===== src/rtl/icache_fill_controller.sv =====
// icache_fill_controller
// Multi-line instruction cache fill controller between the program sequencer
// and program ROM. Hits select a cache line combinationally. A miss holds the
// sequencer while a full 32-word ROM block is streamed into a round-robin
// victim line, then the line's tag is installed and hold is released.
// Optional build macro: ICACHE_PERF_CNT_EN enables saturating hit/miss
// performance counters; without it both counter ports read zero.
module icache_fill_controller #(
    parameter int NUM_LINES   = 2,
    parameter int LINE_IDX_W  = 1,
    parameter int ROM_LATENCY = 1
) (
    input  logic                  clk,
    input  logic                  reset_n,
    input  logic                  req_valid,
    input  logic [7:0]            req_addr,
    input  logic                  flush,
    output logic                  hold,
    output logic [7:0]            rom_address,
    output logic                  cache_wren,
    output logic [LINE_IDX_W-1:0] cache_wrline,
    output logic [4:0]            cache_wroffset,
    output logic [LINE_IDX_W-1:0] cache_rdline,
    output logic [4:0]            cache_rdoffset,
    output logic [15:0]           hit_count,
    output logic [15:0]           miss_count
);

    typedef enum logic {IDLE, FILL} state_t;

    state_t                state_reg, state_next;
    logic [NUM_LINES-1:0]  valid_reg;
    logic [2:0]            tag_reg [NUM_LINES];
    logic [LINE_IDX_W-1:0] victim_reg;
    logic [LINE_IDX_W-1:0] fill_line_reg;
    logic [2:0]            fill_tag_reg;
    logic [5:0]            issue_cnt_reg;
    logic                  flush_pend_reg;
    logic                  pipe_vld_reg [ROM_LATENCY];
    logic [4:0]            pipe_off_reg [ROM_LATENCY];

    logic [NUM_LINES-1:0]  match;
    logic                  hit;
    logic [LINE_IDX_W-1:0] hit_line;
    logic                  miss;
    logic                  wr_last;
    logic                  fill_done;
    logic                  issue_valid;
    logic [4:0]            issue_off;

    // Per-line tag comparison against the incoming fetch tag
    generate
        for (genvar gi = 0; gi < NUM_LINES; gi++) begin : g_match
            assign match[gi] = valid_reg[gi] && (tag_reg[gi] == req_addr[7:5]);
        end
    endgenerate

    // Priority-select the lowest-index matching line
    always_comb begin
        hit      = 1'b0;
        hit_line = '0;
        for (int i = NUM_LINES - 1; i >= 0; i--) begin
            if (match[i]) begin
                hit      = 1'b1;
                hit_line = LINE_IDX_W'(i);
            end
        end
    end

    assign miss      = (state_reg == IDLE) && req_valid && !hit;
    assign wr_last   = pipe_vld_reg[ROM_LATENCY-1] && (pipe_off_reg[ROM_LATENCY-1] == 5'd31);
    assign fill_done = (state_reg == FILL) && wr_last;

    // State register
    always_ff @(posedge clk or negedge reset_n) begin
        if (!reset_n) state_reg <= IDLE;
        else          state_reg <= state_next;
    end

    // Next-state: leave IDLE on a miss, return once offset 31 is written
    always_comb begin
        state_next = state_reg;
        case (state_reg)
            IDLE:    if (miss)      state_next = FILL;
            FILL:    if (fill_done) state_next = IDLE;
            default:                state_next = IDLE;
        endcase
    end

    // Outputs: hold, ROM address and the offset entering the write pipeline
    always_comb begin
        hold        = 1'b0;
        rom_address = {req_addr[7:5], 5'd0};
        issue_valid = 1'b0;
        issue_off   = 5'd0;
        case (state_reg)
            IDLE: begin
                hold        = miss;
                issue_valid = miss;
            end
            FILL: begin
                hold        = 1'b1;
                issue_valid = !issue_cnt_reg[5];
                issue_off   = issue_cnt_reg[5] ? 5'd31 : issue_cnt_reg[4:0];
                rom_address = {fill_tag_reg, issue_off};
            end
            default: ;
        endcase
    end

    // Fill context: latched at miss, issue counter stops at 32
    always_ff @(posedge clk or negedge reset_n) begin
        if (!reset_n) begin
            fill_tag_reg   <= 3'd0;
            fill_line_reg  <= '0;
            issue_cnt_reg  <= 6'd0;
            flush_pend_reg <= 1'b0;
            victim_reg     <= '0;
        end else if (miss) begin
            fill_tag_reg   <= req_addr[7:5];
            fill_line_reg  <= victim_reg;
            issue_cnt_reg  <= 6'd1;
            flush_pend_reg <= 1'b0;
        end else if (state_reg == FILL) begin
            if (!issue_cnt_reg[5]) issue_cnt_reg <= issue_cnt_reg + 6'd1;
            if (flush)             flush_pend_reg <= 1'b1;
            if (fill_done) begin
                flush_pend_reg <= 1'b0;
                victim_reg     <= (victim_reg == LINE_IDX_W'(NUM_LINES - 1)) ? '0
                                  : victim_reg + LINE_IDX_W'(1);
            end
        end
    end

    // Write pipeline: delays each issued offset by the ROM read latency
    always_ff @(posedge clk or negedge reset_n) begin
        if (!reset_n) begin
            for (int i = 0; i < ROM_LATENCY; i++) begin
                pipe_vld_reg[i] <= 1'b0;
                pipe_off_reg[i] <= 5'd0;
            end
        end else begin
            pipe_vld_reg[0] <= issue_valid;
            pipe_off_reg[0] <= issue_off;
            for (int i = 1; i < ROM_LATENCY; i++) begin
                pipe_vld_reg[i] <= pipe_vld_reg[i-1];
                pipe_off_reg[i] <= pipe_off_reg[i-1];
            end
        end
    end

    // Line state: install tag at fill end, or wipe everything on a flush
    always_ff @(posedge clk or negedge reset_n) begin
        if (!reset_n) begin
            valid_reg <= '0;
            for (int i = 0; i < NUM_LINES; i++) tag_reg[i] <= 3'd0;
        end else if (fill_done) begin
            if (flush_pend_reg || flush) begin
                valid_reg <= '0;
            end else begin
                valid_reg[fill_line_reg] <= 1'b1;
                tag_reg[fill_line_reg]   <= fill_tag_reg;
            end
        end else if ((state_reg == IDLE) && flush) begin
            valid_reg <= '0;
        end
    end

    assign cache_wren     = pipe_vld_reg[ROM_LATENCY-1];
    assign cache_wroffset = pipe_off_reg[ROM_LATENCY-1];
    assign cache_wrline   = fill_line_reg;
    assign cache_rdline   = hit_line;
    assign cache_rdoffset = req_addr[4:0];

`ifdef ICACHE_PERF_CNT_EN
    logic [15:0] hit_cnt_reg;
    logic [15:0] miss_cnt_reg;

    // Saturating performance counters, cleared by reset only
    always_ff @(posedge clk or negedge reset_n) begin
        if (!reset_n) begin
            hit_cnt_reg  <= 16'd0;
            miss_cnt_reg <= 16'd0;
        end else begin
            if ((state_reg == IDLE) && req_valid && hit && (hit_cnt_reg != 16'hFFFF))
                hit_cnt_reg <= hit_cnt_reg + 16'd1;
            if (miss && (miss_cnt_reg != 16'hFFFF))
                miss_cnt_reg <= miss_cnt_reg + 16'd1;
        end
    end

    assign hit_count  = hit_cnt_reg;
    assign miss_count = miss_cnt_reg;
`else
    assign hit_count  = 16'd0;
    assign miss_count = 16'd0;
`endif

endmodule


===== config.mk =====
export PLATFORM = sky130hd
export DESIGN_NAME = icache_fill_controller
export DESIGN_NICKNAME = d
export VERILOG_FILES = /design/src/rtl/icache_fill_controller.sv
export SDC_FILE = /design/constraint.sdc
export NUM_CORES = 1
export LEC_CHECK = 0
export ABC_AREA = 1
export CORE_MARGIN = 2
export CORE_UTILIZATION = 25
export CTS_CLUSTER_DIAMETER = 30
export DETAILED_ROUTE_END_ITERATION = 10
export PLACE_DENSITY = 0.5
export SLEW_MARGIN = 15
export SYNTH_ARGS = -nofsm -noshare
export SYNTH_HDL_FRONTEND = slang
export SYNTH_SLANG_ARGS = --single-unit
export TNS_END_PERCENT = 1

===== constraint.sdc =====
create_clock -name clk -period 1.74 [get_ports clk]
set_clock_uncertainty 0.1 [all_clocks]
set_input_delay 0.348 -clock clk [delete_from_list [all_inputs] [get_ports clk]]
set_output_delay 0.348 -clock clk [all_outputs]
set_load 0.02 [all_outputs]

==> reports/metrics.csv <==
metric,value,unit
ctsHoldBuffers,0,
synth.distinct_cells,25,
worstPathArrival,1.33,ns
r2r_end,tag_reg[5],
synth_area_per_cell,8.076,sq um
final_util,0.3292,
synth_area_leaders,"dfrtp_1, buf_4, nand2_1",
grt_pass1_wl,5.368,mm
startpoint_type,register,
hold_ws,0.3372,ns
yosysSeqAreaShare,0.4183,
synth_top_area_share,0.4183,
status,"complete, but fails checks",
pwr_density_cell,1625,nW/um^2
synth.largest_area_cell,dfrtp_1,
cp.required,1.29,ns
hold_viol,0,
io_pins,66,
hp-class,primary input to asynchronous set/reset pin,
final_common_cell,nand2_1,
p_clk_frac,0.108,
p_int,1.896,mW
peakVddDrop,1063,uV
cts.sinks,27,
switching_share,0.4387,
grt.total_usage,0.09255,
syn_inst,200,
drt-pass1-iter-count,4,
grt_overflow,0,
dieArea,7120,sq um
p_seq_frac,0.294,
p_sw,1.482,mW
drcViolationCount,0,
viasPerCell,3.872,
period_share,1.022,
finalSetupViolCount,2,
r2r_slack,0.18,ns
combPwrFrac,0.599,
maxCapViolCount,0,
cts_max_path_buffers,2,
drv_slew,0,
drt_iter0_drc,62,
final_cell_mix,"nand2_1, conb_1, buf_4, dfrtp_1, inv_1",
grt_setup_unrepaired,true,
grt_max_degree,28,
routedWlPerCell,9.850,um
vias,1266,
diodes,0,
area.growth.synth_to_final,28.66,%
leakage,1.059,nW
port_buffers,23,
htreeDepth,1,
cts_buffers,3,
cp-end-kind,output port,
r2r_cells,7,
r2r_start,state_reg,
yosys_warnings,0,
ys_seq_elements,27,
drt_wl_total,3.221,mm
core_area,6314,sq um
die_width,84.38,um
worst-path-max-fanout,2,
die_y,84.38,um
ant_nets,0,
clk_latency,0.27,ns
clkTransAtPathRegs,0.10,ns
finalWorstSetupSlack,-0.03764,ns
placementRows,29,
grt_pass1_vias,1181,
layout-drive-gt1-share,0.3240,
fmax,562.5,MHz
tns,-0.05913,ns
antenna_found_initial,0,
mappedNetlistArea,1615,sq um
initial_core_util,0.2558,
place_congestion,0.8202,
fin_nets,264,
crit_type,register to output port,
violations,setup timing,
period_minus_slack,1.778,ns
cts_root_buffer,clkbuf_8,
cts_tree,yes,
dp_hpwl,2.403,mm
what timing repair did:
item | CTS | global route
endpoints found under the setup margin | 11 | 11
gates resized for setup | 56 | 26
pin swaps | 0 | 5
buffers inserted | 0 | 5
cloned | 0 | 0
worst max-delay path by stage:
stage	end	start
global route	cache_rdline	tag_reg[4]
finish	cache_rdline	tag_reg[4]
floorplan	hold	state_reg
detailed placement	cache_rdline	req_addr[7]
CTS	hold	tag_reg[3]
global placement	cache_rdline	req_addr[7]
cells in the mapped netlist, drive strengths merged:
| cell type | n |
|---|---|
| conb | 1 |
| o31ai | 1 |
| xor2 | 1 |
| inv | 29 |
| ha | 1 |
| o211ai | 1 |
| nor2 | 12 |
| dfrtp | 27 |
| nand4 | 1 |
| buf | 39 |
| and3 | 1 |
| nor3 | 1 |
| nand3 | 8 |
| a21oi | 10 |
| clkinv | 1 |
| o21ai | 17 |
| nand2 | 49 |
cell type report:
type,instances,area [sq um]
clock buffers,3,41.29
clock inverters,1,5.005
fillers,701,4235
inverters,30,117.6
multi-input cells,135,711.9
flip-flops and latches,27,676.9
well taps,77,96.34
repair buffers,54,429.2
metrics by stage:
| step | cell area [sq um] | power (mW) | cells | setup slack (ns) |
|---|---|---|---|---|
| detailed placement | 1953 | 3.071 | 318 | -0.6878 |
| CTS | 2003 | 3.426 | 322 | -0.07381 |
| global route | 2078 | 3.669 | 327 | -0.1279 |
| global placement | 1953 | 3.065 | 318 | -0.6899 |
| finish | 2078 | 3.378 | 327 | -0.03764 |
| floorplan | 1732 | 2.132 | 231 | 0.1597 |
power by group through the flow:
stage          registers [mW]  clock network (mW)  logic, mW
3_3_place_gp            0.995                   0       2.07
5_1_grt                  1.02               0.399       2.25
4_1_cts                 0.994               0.379       2.05
3_5_place_dp            0.995                   0       2.08
6_report                0.992               0.363       2.02
2_1_floorplan            1.08                   0       1.06
critical path, cell delays in order, from the launching register on:
cell	delay, ns
dfrtp_1	0.41
inv_2	0.08
nand2_2	0.05
nand2_2	0.08
nor2_4	0.05
buf_6	0.11
a21oi_4	0.14
buf_6	0.13
per-layer routing:
metal,track usage,wire length [um],up-vias
li1,-,-,655
met1,0.1206,1444,572
met2,0.1544,1590,37
met3,0.02458,167,2
met4,0.02165,19,0
met5,0,0,-
cell families (layout without fill, tap and decap cells):
| kind of cell | count (synthesis) | count (layout) | synth area share |
|---|---|---|---|
| other | 1 | 32 | 0.002322 |
| buffers and inverters | 69 | 88 | 0.2556 |
| AOI/OAI and AO/OA | 29 | 29 | 0.1038 |
| adders and majority gates | 1 | 1 | 0.007745 |
| and+or+nand+nor | 72 | 72 | 0.2068 |
| DFF | 27 | 27 | 0.4183 |
| xor gates and xnor gates | 1 | 1 | 0.005423 |
No activity file was read; power rests on OpenSTA's default activity.
